`config.mk`:
```
export PLATFORM = sky130hd
export DESIGN_NAME = ifetch_buffer
export DESIGN_NICKNAME = d
export VERILOG_FILES = /design/src/rtl/ifetch_buffer_pkg.sv /design/src/rtl/ifetch_buffer_fifo.sv /design/src/rtl/ifetch_buffer.sv
export SDC_FILE = /design/constraint.sdc
export NUM_CORES = 1
export LEC_CHECK = 0
export CAP_MARGIN = 10
export CORE_AREA = 4 4 202 204
export CTS_BUF_LIST = sky130_fd_sc_hd__clkbuf_16
export CTS_CLUSTER_DIAMETER = 50
export DETAILED_ROUTE_END_ITERATION = 8
export DIE_AREA = 0 0 206 208
export GPL_ROUTABILITY_DRIVEN = 0
export HOLD_SLACK_MARGIN = 0.02
export PLACE_DENSITY = 0.65
export SLEW_MARGIN = 0
export SYNTH_ARGS = -nofsm -noshare
export SYNTH_HDL_FRONTEND = slang
export SYNTH_SLANG_ARGS = --single-unit
export TNS_END_PERCENT = 100
```
`constraint.sdc`:
```
create_clock -name clk -period 12.15 [get_ports clk]
set_input_delay 1.8225 -clock clk [delete_from_list [all_inputs] [get_ports clk]]
set_output_delay 1.8225 -clock clk [all_outputs]
set_load 0.1 [all_outputs]
```
`src/rtl/ifetch_buffer_pkg.sv`:
```
// ifetch_buffer_pkg: shared widths, PC constants, NOP encoding and bundle record {pc, data2, data1}
package ifetch_buffer_pkg;
    localparam int W = 32;
    localparam logic [W-1:0] PC_STEP = 32'd8;
    localparam logic [W-1:0] RESET_PC = 32'd0;
    localparam logic [W-1:0] NOP = 32'h0000_0013;
    typedef struct packed {
        logic [W-1:0] pc;
        logic [W-1:0] data2;
        logic [W-1:0] data1;
    } bundle_t;
    localparam int BUNDLE_W = $bits(bundle_t);
endpackage

```
`src/rtl/ifetch_buffer_fifo.sv`:
```
// ifetch_buffer_fifo: DEPTH-entry bundle queue with occupancy count and synchronous flush
module ifetch_buffer_fifo
    import ifetch_buffer_pkg::*;
#(
    parameter int DEPTH = 4
) (
    input  logic                      clk,
    input  logic                      rst,
    input  logic                      flush,
    input  logic                      push,
    input  logic                      pop,
    input  logic [BUNDLE_W-1:0]       wdata,
    output logic [BUNDLE_W-1:0]       rdata,
    output logic [$clog2(DEPTH):0]    occupancy
);
    localparam int AW = $clog2(DEPTH);
    localparam int OW = AW + 1;
    logic [BUNDLE_W-1:0] mem [DEPTH];
    logic [AW-1:0] wr_ptr, rd_ptr;
    assign rdata = mem[rd_ptr];
    always_ff @(posedge clk) begin
        if (rst || flush) begin
            wr_ptr <= '0;
            rd_ptr <= '0;
            occupancy <= '0;
        end else begin
            assert (!(push && occupancy == OW'(DEPTH)));
            if (push) mem[wr_ptr] <= wdata;
            wr_ptr <= wr_ptr + AW'(push);
            rd_ptr <= rd_ptr + AW'(pop);
            occupancy <= occupancy + OW'(push) - OW'(pop);
        end
    end
endmodule

```
`src/rtl/ifetch_buffer.sv`:
```
// ifetch_buffer: bundle PC/request generation and queue to decode; IFB_BYPASS_EN enables empty-queue bypass
module ifetch_buffer
    import ifetch_buffer_pkg::*;
#(
    parameter int DEPTH = 4
) (
    input  logic                   clk,
    input  logic                   rst,
    output logic                   fetch_req,
    output logic [W-1:0]           fetch_pc,
    input  logic                   imem_valid,
    input  logic [W-1:0]           imem_data1,
    input  logic [W-1:0]           imem_data2,
    input  logic                   redirect_en,
    input  logic [W-1:0]           redirect_pc,
    output logic                   dec_valid,
    input  logic                   dec_ready,
    output logic [W-1:0]           dec_data1,
    output logic [W-1:0]           dec_data2,
    output logic [W-1:0]           dec_pc,
    output logic [$clog2(DEPTH):0] occupancy
);
    localparam int OW = $clog2(DEPTH) + 1;
    logic [W-1:0] tag_pc;
    logic inflight, drop, was_rst, push, fifo_push, pop;
    bundle_t resp, head, shown;
    assign fetch_req = !rst && !redirect_en && (occupancy + OW'(inflight) < OW'(DEPTH));
    assign push = imem_valid && inflight && !drop && !redirect_en;
    assign resp = '{pc: tag_pc, data2: imem_data2, data1: imem_data1};
`ifdef IFB_BYPASS_EN
    logic bypass;
    assign bypass = push && occupancy == '0;
    assign dec_valid = (occupancy != '0 || push) && !redirect_en;
    assign shown = bypass ? resp : head;
    assign fifo_push = push && !(bypass && dec_ready);
    assign pop = dec_valid && dec_ready && !bypass;
`else
    assign dec_valid = occupancy != '0 && !redirect_en;
    assign shown = head;
    assign fifo_push = push;
    assign pop = dec_valid && dec_ready;
`endif
    assign dec_pc = shown.pc;
    assign dec_data1 = dec_valid ? shown.data1 : NOP;
    assign dec_data2 = dec_valid ? shown.data2 : NOP;
    ifetch_buffer_fifo #(.DEPTH(DEPTH)) u_fifo (
        .clk(clk),
        .rst(rst),
        .flush(redirect_en),
        .push(fifo_push),
        .pop(pop),
        .wdata(resp),
        .rdata(head),
        .occupancy(occupancy)
    );
    // drop covers a response still outstanding at redirect; a same-cycle response is already gated
    always_ff @(posedge clk) begin
        was_rst <= rst;
        tag_pc <= fetch_pc;
        if (rst) begin
            fetch_pc <= RESET_PC;
            inflight <= 1'b0;
            drop <= 1'b0;
        end else begin
            assert (was_rst || !(imem_valid && !inflight && !drop));
            fetch_pc <= redirect_en ? redirect_pc : fetch_req ? fetch_pc + PC_STEP : fetch_pc;
            inflight <= fetch_req;
            drop <= ((redirect_en && inflight) || drop) && !imem_valid;
        end
    end
endmodule

```
# ---- Word level (Yosys, flattened, before mapping)
# Memory sizes are Yosys's and may differ from the RTL's. A register that Yosys moved wholly into a read port is not among the register bits.
# Index checks and enable logic that the tools add are counted.
dict set report classes {
  reduce_logical 17
  n_mux 8
  n_addsub 6
  magnitude_cmp 1
}
# op count
set ops {}
lappend ops {{32-bit two-way mux} 4}
lappend ops {{32-bit by 4-bit adder with 32-bit output, second input constant} 1}
lappend ops {{1-bit logical AND} 9}
lappend ops {{3-bit by 1-bit adder with 3-bit output} 2}
lappend ops {{2-bit by 1-bit adder with 2-bit output} 2}
lappend ops {{1-bit zero test} 4}
lappend ops {{3-bit < comparator, second input constant} 1}
lappend ops {{1-bit two-way mux} 3}
lappend ops {{3-bit nonzero test} 1}
lappend ops {{3-bit by 1-bit subtractor with 3-bit output} 1}
lappend ops {{1-bit logical OR} 2}
lappend ops {{2-bit two-way mux} 1}
lappend ops {{2-bit nonzero test} 1}
dict set report word_totals {
  inputBits 101
  register_bits 73
  output_inout_bits 133
  ram_bits 384
  mem_count 1
}
# name depth word_bits rd rd_ports_with_merged_regs wr line
set mem_list {}
lappend mem_list {u_fifo.mem 4 96 1 1 1 ifetch_buffer_fifo.sv:18} ;# logic [BUNDLE_W-1:0] mem [DEPTH];

# ---- Depth between registers and ports, before layout
dict set report logic_depth {
  depth_word 6
  ltp_mapped 9
}

# ---- Modules after synthesis
# From an unflattened synthesis, not the netlist that was laid out.
dict set report hier_totals {
  cells_unflattened 868
  hier_area_um2 17177.7
}
# mod cells_each instances seq_area_each_um2 area_each_um2
set modules_own_cells {}
lappend modules_own_cells {ifetch_buffer_fifo 536 1 11671.2 14199.9}
lappend modules_own_cells {ifetch_buffer 332 1 1321.3 2977.9}

# ---- Worst setup path before layout
# OpenSTA, ideal clock, no wires.
dict set report synth_timing {
  path_type {input to register}
  start {input redirect_en}
  end {memory u_fifo.mem[1][0] in the netlist's numbering, enable pin}
  arrival_ns 9.437
  setup_slack_ns 2.025
  path_stages 3
  n_path_buf 0
  required_time_ns 11.462
  setup_time_ns 0.688
  path_cell_list {nor4bb_1 -> nand2b_1 -> nor3b_1}
}
dict set report synth_via {
  elab_chain_len 5
  elab_cells_between_ends 6
}
# item line
set synth_lines {}
lappend synth_lines {{start: declaration} ifetch_buffer.sv:14} ;# input logic redirect_en,
lappend synth_lines {{1-bit zero test} ifetch_buffer.sv:28} ;# assign push = imem_valid && inflight && !drop && !redirect_en;
lappend synth_lines {{1-bit logical AND} ifetch_buffer.sv:28}
lappend synth_lines {{1-bit two-way mux} ifetch_buffer_fifo.sv:28} ;# if (push) mem[wr_ptr] <= wdata;
lappend synth_lines {{1-bit two-way mux *} ifetch_buffer_fifo.sv:22} ;# if (rst || flush) begin
lappend synth_lines {{1-bit two-way mux (implied by the code) *} ifetch_buffer_fifo.sv:28}
lappend synth_lines {{end: declaration} ifetch_buffer_fifo.sv:18}
# Mark *: on every way between the ends. The rest lies on a longest branch, timed or not.

# ---- Final worst setup path
dict set report layout_timing {
  start {input rst}
  end {output fetch_req}
}
dict set report layout_via {
  elab_chain_len 3
}
# item line
set layout_lines {}
lappend layout_lines {{start: declaration} ifetch_buffer.sv:8} ;# input logic rst,
lappend layout_lines {{1-bit zero test} ifetch_buffer.sv:27} ;# assign fetch_req = !rst && !redirect_en && (occupancy + OW'(inflight) < OW'(DEPTH));
lappend layout_lines {{1-bit logical AND (2 in series)} ifetch_buffer.sv:27}
lappend layout_lines {{end: declaration} ifetch_buffer.sv:9} ;# output logic fetch_req,
# Every way passes these cells.

==> flow_summary_export.csv <==
group,metric,value,unit
finish,area_growth,25.70,%
job,maxCapViolations,0,
critical_path,worst-path-buf-inv,4,
sta,max_freq,0.1628,GHz
placed_design,placed_area,0.02018,sq mm
floorplan,die_area,0.04285,sq mm
sta,fin_tns_setup,0,ps
finish,nNetsFinal,1239,
route,wl_per_cell,21.63,um
sta,slew_headroom,27.29,%
power_and_ir_drop,p_int,2593,uW
yosys,synth_top_area_share,66.68,%
placed_design,pre_cts_ws,5668,ps
clocking,cts_resized,0,
clocking,cts_tree,"built",
route,vias,8885,
power_and_ir_drop,p_comb_share,5.5,%
critical_path,crit_type,"primary input to primary output",
clocking,numCtsBuffers,48,
clocking,cts.sinks,457,
yosys,yosysMostFrequentCell,"edfxtp_1",
finish,finalNonFillerCells,1699,
critical_path,critPathMaxStageDelay,1130,ps
placed_design,dp.cells,1608,
sta,final.setup.worst_slack,6009,ps
power_and_ir_drop,p_seq_share,52.4,%
power_and_ir_drop,p_switching,726.9,uW
sta,hold_slack,367.5,ps
critical_path,cp-end-kind,"primary output",
power_and_ir_drop,powerDensity,152.7,mW/mm^2
placed_design,numPortBuffers,233,
yosys,synthCells,882,
sta,grt_setup_unrepaired,"false",
clocking,insertion_delay,570,ps
floorplan,placementRows,73,
finish,layout-drive-gt1-share,18.60,%
yosys,synth_area,0.01729,sq mm
clocking,ctsHoldBuffers,0,
route,finalWirelength,36750,um
critical_path,critPathSlowestCell,"clkdlybuf4s50_1",
critical_path,setup.worst_path.start_class,"primary input",
critical_path,path_cells,"clkdlybuf4s50_1 -> nor3b_1 -> mux2i_4 -> buf_4 -> inv_1 -> clkdlybuf4s50_1",
floorplan,core,0.03928,sq mm
power_and_ir_drop,p_leak,0.006925,uW
power_and_ir_drop,ir_drop,0.0001148,V
grt,grt_pass1_vias,9284,
critical_path,critical_path_required,10330,ps
floorplan,die_w,206,um
power_and_ir_drop,netSwitchingFraction,21.90,%
sta,slew_violations,0,
clocking,clkSlewWorstSetupHoldPaths,60,ps
grt,antenna_found_initial,3,
floorplan,ios,234,
placed_design,hpwl,21940,um
yosys,synth_commonest_cells,"edfxtp_1, mux4_2, dfxtp_1, and2_1, clkbuf_1",
grt,grt_start_max_net_pins,62,
route,drt_first_iter_violations,544,
critical_path,crit_fanout,31,
sta,post-route-min-period,6141,ps
yosys,ys_seq_area_share,75.13,%
yosys,synth-edff-count,384,
yosys,yosys_warnings,0,
sta,clock_skew,15.59,ps
sta,max_slew.worst_pin.slew,1087,ps
yosys,synthTopCellsByArea,"edfxtp_1, mux4_2, dfxtp_1",
clocking,cts-root-buf,"clkbuf_16",
yosys,synth-main-ff-cell,"edfxtp_1",
yosys,syn-num-nets,987,
clocking,h-tree-depth,2,
clocking,clock_path_buffers,3,
clocking,cts_setup_buffers,0,
yosys,ys_types,53,
route,ant_nets,0,
grt,grt.overflow.total,0,
grt,grt_usage,17.21,%
power_and_ir_drop,clkPwrFrac,42.2,%
yosys,syn_avg_cell_area,19.61,sq um
min_path,min_path_type,"flip-flop to flip-flop",
critical_path,arrival,4320,ps
critical_path,cp_top_family,"buffers and inverters",
floorplan,initial_utilization,44.03,%
route,drc,0,
sta,min_period_over_period,50.55,%
yosys,synth_area_leader_cell,"edfxtp_1",
floorplan,die_h,208,um
grt,grt_first_pass_wirelength,56160,um
run_status,run_status,"finished clean",
route,first_pass_iters,5,
sta,finalSetupViolations,0,
route,post_drt_via_cell_ratio,5.230,
yosys,async_flop_share,0,%
sta,hold_viol_final,0,
yosys,ys_ff_latch,457,
finish,final_area,0.02174,sq mm
critical_path,crit_top_cell,"clkdlybuf4s50_1",
## stage by stage
stage | power, uW | util [%]
global placement | 1950 | 51.38
detailed placement | 1953 | 51.38
finish | 3320 | 55.35
global route | 3446 | 55.34
floorplan | 1877 | -
CTS | 3363 | 55.28
## power by group through the flow
| stage | Sequential, uW | Clock (uW) | Combinational, uW |
|---|---|---|---|
| after floorplan | 1820 | 0 | 59.0 |
| after global placement | 1770 | 0 | 179 |
| after detailed placement | 1770 | 0 | 182 |
| after CTS | 1740 | 1440 | 182 |
| after global routing | 1740 | 1510 | 190 |
| final | 1740 | 1400 | 181 |
## kinds of logic (layout without fill, tap and decap cells)
family,count (synthesis),count (layout),share of synthesized area (%)
flip-flops,457,457,75.13
AND/OR/NAND/NOR,187,187,6.809
multiplexers,104,104,12.99
buffers and inverters,58,348,1.715
AO/OA/AOI/OAI,51,51,1.954
XOR/XNOR,21,21,1.064
adder cells (fa/ha/maj),4,4,0.3329
other,0,2,0
## path summary, 6_finish.rpt
check,from,slack [ps],to,depth (start not counted)
max,rst,6010,fetch_req,6
max reg2reg,inflight,9110,u_fifo.mem[3][81],4
min reg2reg,fetch_pc[2],370,tag_pc[2],0
min,fetch_pc[2],370,tag_pc[2],0
## worst register-to-register path, stage by stage, from the launching register on
cell and delay (ps):
dfxtp_1 340, nor4bb_1 580, nor2b_1 240, and3_4 620, buf_4 830
## area by class of cell
type	instances	area, sq um
tap	525	656.9
clock inverter	38	280.3
fill	3067	17540
multi-input combinational	367	4046
sequential	457	13000
antenna	2	5.005
timing repair buffer	248	2452
clock buffer	50	1251
inverter	12	45.04
## per-layer routing
metal	routed length, um	vias up	track usage (%)
li1	-	4037	-
met1	16330	4550	24.52
met2	17060	244	26.06
met3	2675	50	5.081
met4	655	4	4.911
met5	29	-	0
## flip-flops by register name (all words and copies together) (netlist names)
name	cells
inflight	1
drop	1
fetch_pc	32
u_fifo.occupancy	3
u_fifo.rd_ptr	2
u_fifo.wr_ptr	2
tag_pc	32
u_fifo.mem	384
## cell usage in the layout (no fill, tap or decap), drive strengths merged, types with 5 or more instances in the layout
cell             n
edfxtp         384
clkdlybuf4s50  232
mux4            96
dfxtp           73
and2            69
clkbuf          50
inv             32
nand2           21
nor2            21
xnor2           19
a21oi           17
buf             16
nor4            15
nand3           14
or3             13
clkinv          13
nor3            12
a31oi            9
o22ai            9
nand4            5
(Power assumes the default switching activity.)
